<file path="src/rtl/mult_18x18_share_arbiter.sv">
// mult_18x18_share_arbiter
//
// Shares one fracturable 18x18 multiplier core between two requesters.
// Each accepted request registers its operands onto the core, waits
// PIPE_STAGES cycles, samples the core product and parks it in a
// one-entry response buffer owned by that requester. A requester whose
// buffer is still full is not eligible, so results are never overwritten
// and back-pressure on one side never stalls the other.
//
// Optional feature (compile-time macro MULT_SHARE_ARB_PACK_EN):
//   When both requesters are eligible in the same idle cycle and both ask
//   for a 9x9 product, they are issued together as one MODE=1 operation
//   (req0 in the low lane, req1 in the high lane). Without the macro the
//   high lane is always zero and 9x9 requests are serialised.
//
// Parameters:
//   PIPE_STAGES  cycles from registered operands to a valid mult_Y (1..4)
//
// Ports:
//   clk, Reset_n            user clock, async active-low reset
//   reqN_valid/ready        request handshake (ready is combinational)
//   reqN_mode               0 = 18x18, 1 = 9x9 on bits [8:0]
//   reqN_a, reqN_b          unsigned 18-bit operands
//   rspN_valid/ready        response handshake, result held until consumed
//   rspN_y                  36-bit product (9x9 result in [17:0])
//   mult_A, mult_B          operands to the core
//   mult_MODE               core mode (0 = 18x18, 1 = dual 9x9)
//   mult_Y                  product from the core
//   busy                    an operation is in flight

module mult_18x18_share_arbiter #(
   parameter int unsigned PIPE_STAGES = 1
) (
   input  logic        clk,
   input  logic        Reset_n,

   input  logic        req0_valid,
   output logic        req0_ready,
   input  logic        req0_mode,
   input  logic [17:0] req0_a,
   input  logic [17:0] req0_b,

   input  logic        req1_valid,
   output logic        req1_ready,
   input  logic        req1_mode,
   input  logic [17:0] req1_a,
   input  logic [17:0] req1_b,

   output logic        rsp0_valid,
   input  logic        rsp0_ready,
   output logic [35:0] rsp0_y,

   output logic        rsp1_valid,
   input  logic        rsp1_ready,
   output logic [35:0] rsp1_y,

   output logic [17:0] mult_A,
   output logic [17:0] mult_B,
   output logic        mult_MODE,
   input  logic [35:0] mult_Y,

   output logic        busy
);

   typedef enum logic [0:0] {StIdle, StRun} state_e;

   // Index of the final RUN cycle; the core product is sampled at its end.
   localparam logic [1:0] CntLast = 2'(PIPE_STAGES - 1);

   state_e      state_q, state_d;
   logic [1:0]  cnt_q, cnt_d;
   logic        rr_q, rr_d;          // 0: req0 has priority, 1: req1 has priority
   logic        own0_q, own0_d;      // in-flight operation delivers to rsp0
   logic        own1_q, own1_d;      // in-flight operation delivers to rsp1
   logic        op_mode_q, op_mode_d;
   logic [17:0] mult_a_q, mult_a_d;
   logic [17:0] mult_b_q, mult_b_d;
   logic        mult_mode_q, mult_mode_d;
   logic        rsp0_valid_q, rsp0_valid_d;
   logic        rsp1_valid_q, rsp1_valid_d;
   logic [35:0] rsp0_y_q, rsp0_y_d;
   logic [35:0] rsp1_y_q, rsp1_y_d;

   logic        elig0, elig1;
   logic        win0, win1;
   logic        pack_sel;
   logic        grant0, grant1;
   logic        issue;
   logic        run_last;
   logic        sel1;
   logic        sel_mode;
   logic [17:0] sel_a, sel_b;
   logic [35:0] lane_lo;

   // ------------------------------------------------------------------
   // Arbitration
   // ------------------------------------------------------------------
   always_comb begin
      elig0 = req0_valid & ~rsp0_valid_q;
      elig1 = req1_valid & ~rsp1_valid_q;
      // req1 wins when it is the only candidate or it holds priority.
      win1  = elig1 & (~elig0 | rr_q);
      win0  = elig0 & ~win1;
`ifdef MULT_SHARE_ARB_PACK_EN
      pack_sel = elig0 & elig1 & req0_mode & req1_mode;
`else
      pack_sel = 1'b0;
`endif
      // Gate with Reset_n so nothing is accepted while reset is held.
      grant0 = Reset_n & (state_q == StIdle) & (win0 | pack_sel);
      grant1 = Reset_n & (state_q == StIdle) & (win1 | pack_sel);
      issue  = grant0 | grant1;
      run_last = (state_q == StRun) && (cnt_q == CntLast);
   end

   // ------------------------------------------------------------------
   // FSM: state register
   // ------------------------------------------------------------------
   always_ff @(posedge clk or negedge Reset_n) begin
      if (!Reset_n) begin
         state_q <= StIdle;
      end else begin
         state_q <= state_d;
      end
   end

   // ------------------------------------------------------------------
   // FSM: next state
   // ------------------------------------------------------------------
   always_comb begin
      state_d = state_q;
      case (state_q)
         StIdle:  if (issue)    state_d = StRun;
         StRun:   if (run_last) state_d = StIdle;
         default:               state_d = StIdle;
      endcase
   end

   // ------------------------------------------------------------------
   // FSM: outputs
   // ------------------------------------------------------------------
   always_comb begin
      busy       = (state_q == StRun);
      req0_ready = grant0;
      req1_ready = grant1;
   end

   // ------------------------------------------------------------------
   // Datapath next state
   // ------------------------------------------------------------------
   always_comb begin
      sel1     = grant1 & ~grant0;
      sel_mode = sel1 ? req1_mode : req0_mode;
      sel_a    = sel1 ? req1_a : req0_a;
      sel_b    = sel1 ? req1_b : req0_b;
      // In 9x9 mode only the low lane of the core result belongs to the owner.
      lane_lo  = op_mode_q ? {18'd0, mult_Y[17:0]} : mult_Y;
   end

   always_comb begin
      cnt_d        = cnt_q;
      rr_d         = rr_q;
      own0_d       = own0_q;
      own1_d       = own1_q;
      op_mode_d    = op_mode_q;
      mult_a_d     = mult_a_q;
      mult_b_d     = mult_b_q;
      mult_mode_d  = mult_mode_q;
      rsp0_valid_d = rsp0_valid_q;
      rsp1_valid_d = rsp1_valid_q;
      rsp0_y_d     = rsp0_y_q;
      rsp1_y_d     = rsp1_y_q;

      if ((state_q == StRun) && !run_last) begin
         cnt_d = cnt_q + 2'd1;
      end

      if (issue) begin
         cnt_d  = 2'd0;
         own0_d = grant0;
         own1_d = grant1;
         if (pack_sel) begin
            // Both 9x9 requests share one operation; priority is left alone.
            mult_a_d    = {req1_a[8:0], req0_a[8:0]};
            mult_b_d    = {req1_b[8:0], req0_b[8:0]};
            mult_mode_d = 1'b1;
            op_mode_d   = 1'b1;
         end else begin
            mult_a_d    = sel_mode ? {9'd0, sel_a[8:0]} : sel_a;
            mult_b_d    = sel_mode ? {9'd0, sel_b[8:0]} : sel_b;
            mult_mode_d = sel_mode;
            op_mode_d   = sel_mode;
            // The winner drops to lowest priority.
            rr_d        = ~sel1;
         end
      end

      if (rsp0_valid_q && rsp0_ready) begin
         rsp0_valid_d = 1'b0;
         rsp0_y_d     = 36'd0;
      end
      if (rsp1_valid_q && rsp1_ready) begin
         rsp1_valid_d = 1'b0;
         rsp1_y_d     = 36'd0;
      end

      // An owner's buffer was empty at issue, so capture never races a consume.
      if (run_last) begin
         if (own0_q) begin
            rsp0_valid_d = 1'b1;
            rsp0_y_d     = lane_lo;
         end
         if (own1_q) begin
            rsp1_valid_d = 1'b1;
            rsp1_y_d     = lane_lo;
`ifdef MULT_SHARE_ARB_PACK_EN
            if (own0_q) begin
               rsp1_y_d = {18'd0, mult_Y[35:18]};
            end
`endif
         end
      end
   end

   // ------------------------------------------------------------------
   // Datapath registers
   // ------------------------------------------------------------------
   always_ff @(posedge clk or negedge Reset_n) begin
      if (!Reset_n) begin
         cnt_q        <= 2'd0;
         rr_q         <= 1'b0;
         own0_q       <= 1'b0;
         own1_q       <= 1'b0;
         op_mode_q    <= 1'b0;
         mult_a_q     <= 18'd0;
         mult_b_q     <= 18'd0;
         mult_mode_q  <= 1'b0;
         rsp0_valid_q <= 1'b0;
         rsp1_valid_q <= 1'b0;
         rsp0_y_q     <= 36'd0;
         rsp1_y_q     <= 36'd0;
      end else begin
         cnt_q        <= cnt_d;
         rr_q         <= rr_d;
         own0_q       <= own0_d;
         own1_q       <= own1_d;
         op_mode_q    <= op_mode_d;
         mult_a_q     <= mult_a_d;
         mult_b_q     <= mult_b_d;
         mult_mode_q  <= mult_mode_d;
         rsp0_valid_q <= rsp0_valid_d;
         rsp1_valid_q <= rsp1_valid_d;
         rsp0_y_q     <= rsp0_y_d;
         rsp1_y_q     <= rsp1_y_d;
      end
   end

   assign mult_A     = mult_a_q;
   assign mult_B     = mult_b_q;
   assign mult_MODE  = mult_mode_q;
   assign rsp0_valid = rsp0_valid_q;
   assign rsp1_valid = rsp1_valid_q;
   assign rsp0_y     = rsp0_y_q;
   assign rsp1_y     = rsp1_y_q;

endmodule

</file>
<file path="config.mk">
export PLATFORM = sky130hd
export DESIGN_NAME = mult_18x18_share_arbiter
export DESIGN_NICKNAME = d
export VERILOG_FILES = /design/src/rtl/mult_18x18_share_arbiter.sv
export SDC_FILE = /design/constraint.sdc
export NUM_CORES = 1
export LEC_CHECK = 0
export ABC_AREA = 0
export BUFFER_PORTS_ARGS = -buffer_cell sky130_fd_sc_hd__buf_2
export CAP_MARGIN = 5
export CORE_ASPECT_RATIO = 0.8
export CORE_MARGIN = 2
export CORE_UTILIZATION = 45
export CTS_CLUSTER_SIZE = 28
export DETAILED_ROUTE_END_ITERATION = 10
export GPL_TIMING_DRIVEN = 1
export PLACE_DENSITY = 0.86
export SYNTH_ARGS = -nofsm -noshare
export SYNTH_HDL_FRONTEND = slang
export SYNTH_SLANG_ARGS = --single-unit
</file>
<file path="constraint.sdc">
create_clock -name clk -period 3.05 [get_ports clk]
set_input_delay 0.1525 -clock clk [delete_from_list [all_inputs] [get_ports clk]]
set_output_delay 0.1525 -clock clk [all_outputs]
set_load 0.01 [all_outputs]
</file>
; After elaboration in Yosys (flattened, before gate mapping)
; Cells that the tools add are included.
[classes]
multipliers = 0
bitwise_logic = 17
eq_ne = 0
n_shift = 0
n_div = 0
reduce_logical = 7
muxes = 23
add_sub_neg = 1
order_cmp = 0
[ops]
columns = cell, n
row1 = $mux 36, 7
row2 = $mux 18, 4
row3 = $mux 1, 9
row4 = $and 1x1->1, 8
row5 = $not 1->1, 7
row6 = $logic_and 1x1->1, 4
row7 = $mux 2, 2
row8 = $add 2x1->2 const B, 1
row9 = $logic_not 2->1, 1
row10 = $or 1x1->1, 2
row11 = $pmux 1 s2, 1
row12 = $reduce_bool 2->1, 1
row13 = $logic_not 1->1, 1
[totals]
output_inout_bits = 114
ramBits = 0
register_bits = 117
word_cells = 60
mem_bits_ro = 0
latch_bits = 0
inputBits = 116
memories = 0

; Longest topological paths before layout
; Gate-level depths: netlist of the first run.
[depth]
ltp_word = 12
ltp_mapped = 7
depth_no_buf = 5

; Worst setup path before layout of the first run
; No wires, ideal clock.
[synth_timing]
path_type = flip-flop to flip-flop
from = register rsp0_valid_q (netlist: rsp0_valid)
to = register mult_b_q[0] (netlist: mult_B[0])
synth_period_minus_slack_ns = 1.569
required_ns = 2.923
t_arrival_ns = 1.441
path_stages_with_launch = 7
setup_time_ns = 0.127
path_buffers = 2
slack_ns = 1.481
path_cell_list = dfrtp_1 -> nand2b_4 -> o211a_1 -> buf_6 -> buf_6 -> a222oi_1 -> inv_1
[synth_via]
elab_chain_len = 12
elab_cells_between_ends = 14
cone_classes = 2 x mux / 12 x bitwise
[synth_lines]
columns = element, line
row1 = "start, declared", 79  ; logic rsp0_valid_q, rsp0_valid_d;
row2 = "start signal, assigned", 251  ; rsp0_valid_q <= rsp0_valid_d;
row3 = $not 1->1 *, 99  ; elig0 = req0_valid & ~rsp0_valid_q;
row4 = $and 1x1->1 *, 99
row5 = $not 1->1, 102  ; win1 = elig1 & (~elig0 | rr_q);
row6 = $or 1x1->1, 102
row7 = $and 1x1->1, 102
row8 = $not 1->1, 103  ; win0 = elig0 & ~win1;
row9 = $and 1x1->1, 103
row10 = $and 1x1->1, 110  ; grant0 = Reset_n & (state_q == StIdle) & (win0 | pack_sel);
row11 = $not 1->1, 152  ; sel1 = grant1 & ~grant0;
row12 = $and 1x1->1, 152
row13 = $mux 18, 155  ; sel_b = sel1 ? req1_b : req0_b;
row14 = $mux 18, 190  ; mult_b_d = sel_mode ? {9'd0, sel_b[8:0]} : sel_b;
row15 = "end signal, assigned", 249  ; mult_b_q <= mult_b_d;
row16 = "end, declared", 77  ; logic [17:0] mult_b_q, mult_b_d;
; Mark *: on every way between the ends. The rest lies on a longest branch, timed or not.
; A chain may end at the register's enable or synchronous reset.

; Worst setup path after layout of the first run
[layout_timing]
from = input Reset_n
to = register mult_b_q[3] (netlist: mult_B[3])
[layout_via]
elab_chain_len = 6
elab_cells_between_ends = 8
cone_classes = 2 x mux / 6 x bitwise
[layout_lines]
columns = element, line
row1 = "start, declared", 35  ; input logic Reset_n,
row2 = $and 1x1->1 *, "110, 111"
row3 = $and 1x1->1, 110
row4 = $not 1->1, 152
row5 = $and 1x1->1, 152
row6 = $mux 18, 155
row7 = $mux 18, 190
; Marks and branches as above.

==> summary.md, run 1 <==
| Metric | Value |
|---|---|
| Synth-to-layout area growth | `48.6%` |
| Clk buf depth | `2` |
| Critical path cell sequence | `dlygate4sd3_1 > buf_4 > buf_4 > nand2b_1 > a211oi_2 > buf_4 > a222oi_1 > dlygate4sd3_1 > inv_1` |
| Worst-Skew Late Latency | `410 ps` |
| CTS Hold Bufs | `54` |
| CTS sink cnt | `approximately 120` |
| Final period utilization | `91.1%` |
| Post-synthesis instance total | `between 400 and 500` |
| Netlist cell types | `27` |
| Die extent in x | `between 100 and 150 µm` |
| Multiplexer share of the synthesized area | `3.91%` |
| Number of DRC markers in iteration 0 | `about 480` |
| Register area share after synthesis | `between 60% and 70%` |
| PostCTS Resize Cnt | `0` |
| Overflow after GRT | `0` |
| RSZ-0062 raised after global routing | `no` |
| Number of max-cap violations | `0` |
| Crit-path max FO | `57` |
| Post-synthesis xor/xnor area fraction | `less than 1%` |
| Pleak | `approximately 3.9 nW` |
| Fmax | `between 0.3 and 0.4 GHz` |
| Placed cells | `slightly above 800` |
| Comb pwr share | `36.3%` |
| Net Count, Synth | `just under 600` |
| Port bufs | `229` |
| Avg Inst Size Synth | `approximately 10 µm²` |
| Simple-gate share of the synthesized area | `between 10% and 20%` |
| Worst slew pin tran | `1130 ps` |
| Crit end category | `flop` |
| CTS clk-pin slew, worst paths | `50 ps` |
| Antenna cells | `0` |
| Die area | `11,700 µm²` |
| Non-filler cells, final | `approximately 910` |
| Status | `complete, no violations` |
| Nets@finish | `just under 900` |
| Hold EP | `mult_B[0]` |
| Seq. cell area | `~2900 µm²` |
| Switching share of total power | `36.9%` |
| Final hold vios | `0` |
| Via count | `4,777` |
| GPL Wtd Cong | `around 0.84` |
| Ports | `between 200 and 250` |
| Drt drc | `0` |
| Hold path startpoint | `req0_b[0]` |
| FP Rows | `33` |
| Slew margin rel. | `24.6%` |
| Clk network pwr share | `a little over a quarter` |
| Slowest stage delay, CP | `about 650 ps` |
| Worst hold path type | `input pin to flop` |
| Routed Antenna Nets | `0` |
| Tmin final | `2780 ps` |
| Peak supply drop | `about 460 µV` |
| Register bit count reported by yosys | `around 120` |
| Post-route cell area | `roughly 7200 µm²` |
| Root Driver | `clkbuf_16` |
| Most used cell, CP | `buf_4` |
| Detailed placement HPWL | `9770 µm` |
| FF-to-FF End | `mult_B[3]` |
| Synth Warn # | `0` |
| Largest net degree at the start of global routing | `63` |
| R2r startpoint | `busy` |
| Layout fillers | `slightly below 800` |
| CTS tree | `built` |
| Initial Util | `a little under half` |
| Complex-gate fraction of the synthesized area | `approximately 11%` |
| Critical path's slowest cell | `dlygate4sd3_1` |
| Worst r2r path cells | `5` |
| Worst setup path class | `input pin to flop` |
| Routed WL | `between 15,000 and 20,000 µm` |
| Pins Over Slew Limit | `0` |
| Mapped Area | `between 4000 and 5000 µm²` |
| Int Power | `around 4.5 mW` |
| Critical Path AT | `~3100 ps` |
| Fin util | `a little over two thirds` |
| Main combinational cell family by area after synthesis | `simple AND/OR/NAND/NOR gates` |
| Die Y-Extent | `between 90 and 100 µm` |
| Sum Neg Setup Slack | `0 ps` |
| Final worst slack | `271 ps` |
| Clock skew | `14.0 ps` |
| Per-cell routed wire length | `around 17 µm` |
| Hold depth | `3` |
| Req. time, crit path | `about 3400 ps` |
| Share of layout cells above drive strength 1 | `around 36%` |
| Core Box Area | `~10,000 µm²` |
| Post-place setup slack | `around 670 ps` |
| Vias in the first global route | `roughly 5,000` |
| DP Area | `a little over 6000 µm²` |
| First-pass GRT wire length | `~25,000 µm` |
| H-tree depth reported by CTS | `4` |
| Vias per cell | `between 5 and 6` |
| Initial antenna violation count | `1` |
| Adder-cell area share of the yosys netlist | `less than 1%` |
| Initial DRT Pass Iterations | `8` |
| Reg2Reg Setup Slack | `around 330 ps` |
| CTS Buf Count | `17` |
| Sw power | `2.63 mW` |
| Crit start category | `input pin` |
| Sequential share of power | `between 30 and 40%` |
| Area of the multi-input gates | `1690 µm²` |
| All-Layer GR Usage | `a little over a quarter` |
| Final setup fails | `0` |
| Post-CTS Setup Repair Bufs | `0` |
| Pwr Density | `around 1000 nW/µm²` |
==> synth_stat cells, drive strengths merged <==
library cell  number  share of area [%]
a2111oi            1               0.57
a211oi             1               0.26
a21oi              1               0.33
a222oi            18                3.7
and3               2               0.26
buf               13                1.9
clkbuf            21                1.6
dfrtp            117                 60
ha                 1               0.26
inv               25                1.9
mux2i             19                3.9
nand2             93                7.2
nand2b            21                2.9
nand3             74                7.6
nor2               6               0.46
nor2b              3               0.54
o211a              1               0.21
o21a               1               0.15
o21ai             57                5.9
o21bai             1               0.15
xnor2              1               0.18
==> power by group through the flow <==
stage,combinational (mW),sequential (mW),clock (mW)
floorplan,1.07,2.82,0
global placement,2.26,2.57,0
detailed placement,2.35,2.61,0
CTS,2.55,2.60,1.96
global route,2.85,2.68,2.04
finish,2.59,2.61,1.94
==> sequential cells by signal, summed over array words and instances, names as in the netlist <==
signal      count
rsp0_y         36
rsp1_y         36
mult_A         18
mult_B         18
cnt_q           2
busy            1
mult_MODE       1
own0_q          1
own1_q          1
rr_q            1
rsp0_valid      1
rsp1_valid      1
==> cells in the final DEF (no fill, tap or decap), types with 4 or more instances in the layout <==
master,count
a222oi_1,18
buf_2,228
buf_4,10
clkbuf_16,17
clkinv_4,4
clkinvlp_4,4
dfrtp_1,117
dlygate4sd3_1,55
inv_1,25
mux2i_1,19
nand2_1,93
nand2b_1,20
nand3_1,72
nor2_1,6
o21ai_0,47
o21ai_1,9
==> layer usage <==
metal	global-route usage [%]	wire, µm	vias to the layer above
met5	0	0	-
met4	10.8	426	0
met3	7.08	1010	37
met2	48.0	8060	230
met1	30.3	5900	2321
li1	-	-	2189
==> cell families after synthesis <==
group,count (synthesis)
xor gates and xnor gates,1
AOI/OAI and AO/OA,81
and+or+nand+nor,199
DFF,117
muxes,19
adders and majority gates,1
buffers and inverters,59
==> per-stage QoR <==
step / hold WS (ps) / total power [mW]
final: 11.1 / 7.14
after global routing: 11.4 / 7.57
after CTS: 4.88 / 7.11
after detailed placement: 363 / 4.96
after global placement: 352 / 4.82
after floorplan: -143 / 3.89
==> area by class of cell <==
class,instances,share of cell area [%]
tap,140,2.42
clock inverter,14,2.11
sequential,117,40.5
clock buffer,18,5.93
timing repair buffer,293,24.4
multi-input combinational,301,23.4
inverter,25,1.30
==> critical path: cells and delay by family <==
kind	cells	cell delay [ps]
AOI/OAI and AO/OA	2	430
buffers and inverters	6	2250
and+or+nand+nor	1	260
==> how the worst max path moves through the flow <==
stage	startpoint	to	slack [ps]	cells after the start
3_3_place_gp	busy	mult_B[10]	890	4
6_report	Reset_n	mult_B[3]	270	9
4_1_cts	Reset_n	mult_B[5]	330	9
3_5_place_dp	busy	mult_B[11]	670	4
2_1_floorplan	rsp0_valid	mult_B[0]	1480	6
5_1_grt	Reset_n	mult_B[3]	30	9
Power figures use the tool's default switching activity.
==> run 2: changes to the inputs <==
--- a/config.mk
+++ b/config.mk
@@ -11,9 +11,11 @@
 export CORE_ASPECT_RATIO = 0.8
 export CORE_MARGIN = 2
 export CORE_UTILIZATION = 45
+export CTS_CLUSTER_DIAMETER = 30
 export CTS_CLUSTER_SIZE = 28
 export DETAILED_ROUTE_END_ITERATION = 10
 export GPL_TIMING_DRIVEN = 1
+export MAX_ROUTING_LAYER = met4
 export PLACE_DENSITY = 0.86
 export SYNTH_ARGS = -nofsm -noshare
 export SYNTH_HDL_FRONTEND = slang
==> run 2 against run 1 <==
Fmax is 0.55% lower. Power hardly changed. Register-to-register slack worse by 50 ps. Core utilization hardly changed. First-iteration DRC count is 2.3% higher. Highest routed layer unchanged. Die area stayed put. Largest power group unchanged. Clock skew is 0.57 ps lower. Non-clock buffer count stayed put. Critical path depth stayed put.
==> summary.md, run 2 (synthesis results as in run 1) <==
| Metric | Value |
|---|---|
| Vias per cell | `5.34 (was 5.26)` |
| Ports | `230 (unchanged)` |
| All-Layer GR Usage | `27.6% (was 26.8%)` |
| Crit-path max FO | `57 (unchanged)` |
| Pwr Density | `987 nW/µm² (was 986 nW/µm²)` |
| Number of DRC markers in iteration 0 | `489 (was 478)` |
| Post-place setup slack | `672 ps (unchanged)` |
| Largest net degree at the start of global routing | `63 (unchanged)` |
| Worst setup path class | `input pin to flop (unchanged)` |
| Initial antenna violation count | `1 (unchanged)` |
| Crit start category | `input pin (unchanged)` |
| CTS tree | `built (unchanged)` |
| Die Y-Extent | `97.0 µm (unchanged)` |
| First-pass GRT wire length | `24,800 µm (about the same)` |
| Critical Path AT | `3140 ps (was 3120 ps)` |
| PostCTS Resize Cnt | `0 (unchanged)` |
| Initial Util | `46.8% (unchanged)` |
| Detailed placement HPWL | `9770 µm (unchanged)` |
| Fmax | `0.358 GHz (was 0.360 GHz)` |
| Port bufs | `229 (unchanged)` |
| Core Box Area | `10,400 µm² (unchanged)` |
| Synth-to-layout area growth | `48.7% (was 48.6%)` |
| Die extent in x | `120 µm (unchanged)` |
| CTS clk-pin slew, worst paths | `60 ps (was 50 ps)` |
| Slew margin rel. | `22.5% (was 24.6%)` |
| Share of layout cells above drive strength 1 | `36.2% (unchanged)` |
| Layout fillers | `796 (unchanged)` |
| Number of max-cap violations | `0 (unchanged)` |
| Via count | `4,857 (was 4,777)` |
| Met3 usage | `6.78% (was 7.08%)` |
| Final setup fails | `0 (unchanged)` |
| Final worst slack | `256 ps (was 271 ps)` |
| Commonest non-fill, non-tap cells in the layout | `buf_2 (228), dfrtp_1 (117), nand2_1 (93) (unchanged)` |
| Seq. cell area | `2930 µm² (unchanged)` |
| Tmin final | `2790 ps (was 2780 ps)` |
| Peak supply drop | `460 µV (was 459 µV)` |
| Root Driver | `clkbuf_16 (unchanged)` |
| Area of the multi-input gates | `1690 µm² (unchanged)` |
| Per-cell routed wire length | `17.0 µm (about the same)` |
| FP Rows | `33 (unchanged)` |
| H-tree depth reported by CTS | `4 (unchanged)` |
| Clock skew | `13.4 ps (was 14.0 ps)` |
| Vias in the first global route | `5,069 (was 5,061)` |
| Drt drc | `0 (unchanged)` |
| Die area | `11,700 µm² (unchanged)` |
| Status | `complete, no violations (unchanged)` |
| Routed Antenna Nets | `0 (unchanged)` |
| Met1 Use GR | `31.4% (was 30.3%)` |
| Final hold vios | `0 (unchanged)` |
| Worst hold path type | `input pin to flop (unchanged)` |
| Initial DRT Pass Iterations | `7 (was 8)` |
| Pins Over Slew Limit | `0 (unchanged)` |
| Crit end category | `flop (unchanged)` |
| Sum Neg Setup Slack | `0 ps (unchanged)` |
| Clk buf depth | `2 (unchanged)` |
| Final period utilization | `91.6% (was 91.1%)` |
| Layer with the highest usage | `met2 (unchanged)` |
| Overflow after GRT | `0 (unchanged)` |
| Req. time, crit path | `3390 ps (about the same)` |
| Worst slew pin tran | `1160 ps (was 1130 ps)` |
| Nets@finish | `872 (unchanged)` |
| GPL Wtd Cong | `0.858 (was 0.844)` |
| CTS Buf Count | `17 (unchanged)` |
| CTS sink cnt | `117 (unchanged)` |
| Worst-Skew Late Latency | `400 ps (was 410 ps)` |
| Routed WL | `15,500 µm (was 15,400 µm)` |
| Met2 usage | `47.5% (was 48.0%)` |
| Most common cell after layout, fill and taps aside | `buf_2 (unchanged)` |
| Tot Pwr | `7.14 mW (about the same)` |
| RSZ-0062 raised after global routing | `no (unchanged)` |
| Pleak | `3.90 nW (unchanged)` |
-- run 2: cell types whose count changed in the layout (fill, tap and decap cells not counted), sizes merged --
cell	before	now
diode	0	1
-- run 2: worst paths after layout --
path | cells after the start | to | start | slack (ps)
setup reg to reg | 5 | mult_B[3] | busy | 280
min in group asynchronous | 3 | rsp1_y[12] | Reset_n | 480
max in group asynchronous | 4 | rsp0_y[35] | Reset_n | 1300
hold reg to reg | 2 | mult_B[10] | mult_B[10] | 480
setup / recovery | 9 | mult_B[3] | Reset_n | 260
hold / removal | 3 | mult_B[0] | req0_b[0] | 20
-- run 2: area by class of cell --
class                      count  share of cell area (%)
antenna                        1                  0.0346
clock buffer                  18                    5.93
clock inverter                14                    2.11
inverter                      25                    1.30
multi-input combinational    301                    23.4
sequential                   117                    40.4
tap                          140                    2.42
timing repair buffer         293                    24.4
-- run 2: where the power goes --
part / switching (mW) / internal [mW]
combinational: 1.49 / 1.11
sequential: 0.425 / 2.18
clock: 0.726 / 1.21
total: 2.64 / 4.50
-- run 2: timing repair --
action	CTS	global route
hold buffers	54	1
endpoints found under the hold margin	108	1
buffers inserted	0	0
-- run 2: per-stage QoR --
step / utilization, % / std cells / cell area, µm² / hold slack, ps
finish: 69.6 / 909 / 7240 / 20.5
CTS: 69.5 / 907 / 7230 / 4.88
floorplan: - / 477 / 4870 / -143
global route: 69.6 / 909 / 7240 / 12.4
detailed placement: 58.7 / 821 / 6100 / 363
global placement: 58.7 / 821 / 6100 / 352
-- run 2: routing by layer --
| metal | share of wire (%) | up-vias | wire length [µm] |
|---|---|---|---|
| met2 | 53 | 256 | 8150 |
| met5 | 0 | - | 0 |
| li1 | - | 2192 | - |
| met3 | 7.3 | 38 | 1120 |
| met1 | 37 | 2371 | 5780 |
| met4 | 2.7 | 0 | 416 |
-- run 2: worst max-delay path: stages --
cell and delay (ps):
dlygate4sd3_1 530, buf_4 130, buf_4 570, nand2b_1 260, a211oi_2 280, buf_4 320
a222oi_1 160, dlygate4sd3_1 660, inv_1 70
==> run 3: changes to the inputs <==
--- a/config.mk
+++ b/config.mk
@@ -6,17 +6,18 @@
 export NUM_CORES = 1
 export LEC_CHECK = 0
 export ABC_AREA = 0
-export BUFFER_PORTS_ARGS = -buffer_cell sky130_fd_sc_hd__buf_2
 export CAP_MARGIN = 5
 export CORE_ASPECT_RATIO = 0.8
 export CORE_MARGIN = 2
-export CORE_UTILIZATION = 45
+export CORE_UTILIZATION = 60
 export CTS_CLUSTER_DIAMETER = 30
 export CTS_CLUSTER_SIZE = 28
 export DETAILED_ROUTE_END_ITERATION = 10
+export DONT_BUFFER_PORTS = 1
 export GPL_TIMING_DRIVEN = 1
 export MAX_ROUTING_LAYER = met4
-export PLACE_DENSITY = 0.86
+export PLACE_DENSITY = 0.84
+export SLEW_MARGIN = 15
 export SYNTH_ARGS = -nofsm -noshare
 export SYNTH_HDL_FRONTEND = slang
 export SYNTH_SLANG_ARGS = --single-unit
==> run 3 against run 2 <==
Hold slack better by 37 ps. Core utilization is 14 points higher. Cell count is 23% lower. Non-clock buffer count is 173 lower. Die area is 24% lower. Power is 8.0% lower. Fmax is 2.3% lower. Critical endpoint is now mult_B[10]. Largest power group unchanged.
==> summary.md, run 3 (synthesis results as in run 1) <==
| Metric | Value |
|---|---|
| Status | `complete, no violations (unchanged)` |
| Synth-to-layout area growth | `35.1% (was 48.7%)` |
| Per-cell routed wire length | `22.3 µm (was 17.0 µm)` |
| Tmin final | `2860 ps (was 2790 ps)` |
| Core Box Area | `7910 µm² (was 10,400 µm²)` |
| Sw power | `2.53 mW (was 2.64 mW)` |
| Number of DRC markers in iteration 0 | `434 (was 489)` |
| Final hold vios | `0 (unchanged)` |
| Slowest stage delay, CP | `670 ps (was 660 ps)` |
| Pins Over Slew Limit | `0 (unchanged)` |
| CTS clk-pin slew, worst paths | `60 ps (about the same)` |
| Commonest non-fill, non-tap cells in the layout | `dfrtp_1 (117), dlygate4sd3_1 (111), nand2_1 (93) (was buf_2 (228), dfrtp_1 (117), nand2_1 (93))` |
| Die extent in x | `105 µm (was 120 µm)` |
| Worst slew pin tran | `791 ps (was 1160 ps)` |
| Drt drc | `0 (unchanged)` |
| Initial antenna violation count | `0 (was 1)` |
| Vias per cell | `6.21 (was 5.34)` |
| GPL Wtd Cong | `0.830 (was 0.858)` |
| Crit start category | `flop (was input pin)` |
| CTS sink cnt | `117 (unchanged)` |
| Pwr Density | `999 nW/µm² (was 987 nW/µm²)` |
| Die Y-Extent | `84.6 µm (was 97.0 µm)` |
| Most common cell after layout, fill and taps aside | `dfrtp_1 (was buf_2)` |
| Placed cells | `559 (was 821)` |
| Antenna cells | `0 (was 1)` |
| Critical path's slowest cell | `o211a_2 (was dlygate4sd3_1)` |
| Via count | `4,362 (was 4,857)` |
| Number of max-cap violations | `0 (unchanged)` |
| Crit-path max FO | `23 (was 57)` |
| Routed WL | `15,700 µm (was 15,500 µm)` |
| Slew margin rel. | `47.3% (was 22.5%)` |
| Crit end category | `flop (unchanged)` |
| Comb pwr share | `26.4% (was 36.4%)` |
| Vias in the first global route | `4,622 (was 5,069)` |
| Non-filler cells, final | `702 (was 909)` |
| Routed Antenna Nets | `0 (unchanged)` |
| Int Power | `4.04 mW (was 4.50 mW)` |
| Delay-heaviest family, CP | `buffers and inverters (unchanged)` |
| Sequential share of power | `46.4% (was 36.5%)` |
| Sum Neg Setup Slack | `0 ps (unchanged)` |
| All-Layer GR Usage | `37.3% (was 27.6%)` |
| Port bufs | `0 (was 229)` |
| Final setup fails | `0 (unchanged)` |
| Worst Path Buf+Inv | `2 (was 6)` |
| Nets@finish | `699 (was 872)` |
| Pleak | `3.11 nW (was 3.90 nW)` |
| Die area | `8860 µm² (was 11,700 µm²)` |
| FP Rows | `29 (was 33)` |
| Detailed placement HPWL | `8170 µm (was 9770 µm)` |
| Critical path cell sequence | `nor2b_1 > o211a_2 > buf_4 > mux2i_1 > dlygate4sd3_1 > o21ai_0 (was dlygate4sd3_1 > buf_4 > buf_4 > nand2b_1 > a211oi_2 > buf_4 > a222oi_1 > dlygate4sd3_1 > inv_1)` |
| Clk network pwr share | `27.2% (was 27.1%)` |
| Switching share of total power | `38.5% (was 36.9%)` |
| Initial Util | `61.6% (was 46.8%)` |
| Layout fillers | `400 (was 796)` |
| RSZ-0062 raised after global routing | `no (unchanged)` |
| Initial DRT Pass Iterations | `8 (was 7)` |
| Share of layout cells above drive strength 1 | `7.91% (was 36.2%)` |
| Root Driver | `clkbuf_8 (was clkbuf_16)` |
| CTS tree | `built (unchanged)` |
| Final hold slack | `57.3 ps (was 20.5 ps)` |
| Ports | `230 (unchanged)` |
| Clock skew | `9.37 ps (was 13.4 ps)` |
| Clk buf depth | `2 (unchanged)` |
| First-pass GRT wire length | `24,600 µm (was 24,800 µm)` |
| Req. time, crit path | `3410 ps (was 3390 ps)` |
| Fmax | `0.350 GHz (was 0.358 GHz)` |
| CTS Buf Count | `17 (unchanged)` |
| Peak supply drop | `538 µV (was 460 µV)` |
| Worst setup path class | `flop to flop (was input pin to flop)` |
| Worst hold path type | `input pin to flop (unchanged)` |
| Worst-Skew Late Latency | `510 ps (was 400 ps)` |
| Overflow after GRT | `0 (unchanged)` |
| Largest net degree at the start of global routing | `118 (was 63)` |
| Critical Path AT | `3220 ps (was 3140 ps)` |
| H-tree depth reported by CTS | `4 (unchanged)` |
| Final period utilization | `93.8% (was 91.6%)` |
[run 3: cell type report]
class | instances | area, µm² | area share, %
flip-flops and latches | 117 | 2930 | 44.5
clock inverters | 10 | 82.6 | 1.26
well taps | 108 | 135 | 2.05
inverters | 25 | 93.8 | 1.43
clock buffers | 21 | 449 | 6.83
multi-input cells | 301 | 1690 | 25.7
repair buffers | 120 | 1200 | 18.2
[run 3: worst register-to-register path: stages, from the launching register on]
cell and delay [ps]:
dfrtp_1 500, nor2b_1 240, o211a_2 670, buf_4 420
mux2i_1 240, dlygate4sd3_1 580, o21ai_0 80
[run 3: power groups by stage]
stage,logic (mW),clock network (mW),registers [mW]
finish,1.74,1.79,3.05
global route,1.92,1.89,3.10
CTS,1.62,1.79,3.01
detailed placement,1.29,0,3.01
global placement,1.18,0,2.99
floorplan,1.07,0,2.82
[run 3: path summary, 6_finish.rpt]
| path | startpoint | end | slack [ps] | cells after the start |
|---|---|---|---|---|
| max | busy | mult_B[10] | 190 | 6 |
| max reg2reg | busy | mult_B[10] | 190 | 6 |
| max in group asynchronous | Reset_n | mult_A[1] | 2360 | 2 |
| min reg2reg | own0_q | own0_q | 570 | 2 |
| min in group asynchronous | Reset_n | rsp0_y[26] | 270 | 2 |
| min | req1_mode | mult_A[9] | 60 | 3 |
[run 3: through the flow]
stage | area, µm² | utilization (%) | power [mW] | setup slack, ps
6_report | 6580 | 83.2 | 6.57 | 190
5_1_grt | 6580 | 83.2 | 6.90 | 49.4
4_1_cts | 6580 | 83.2 | 6.43 | 324
3_5_place_dp | 4910 | 62.1 | 4.30 | 847
3_3_place_gp | 4910 | 62.1 | 4.18 | 963
2_1_floorplan | 4870 | - | 3.89 | 1480
[run 3: per-layer routing]
metal	track usage, %	up-vias	part of all wire [%]
li1	-	1842	-
met1	41.8	2117	36
met5	-	-	0
met3	13.2	69	10
met4	17.2	0	3.9
met2	60.4	334	50
[run 3: timing repair]
item | 4_1_cts | 5_1_grt
hold buffers | 112 | 0
resized for setup | 0 | 0
setup buffers | 0 | 0
endpoints found under the hold margin | 227 | 0
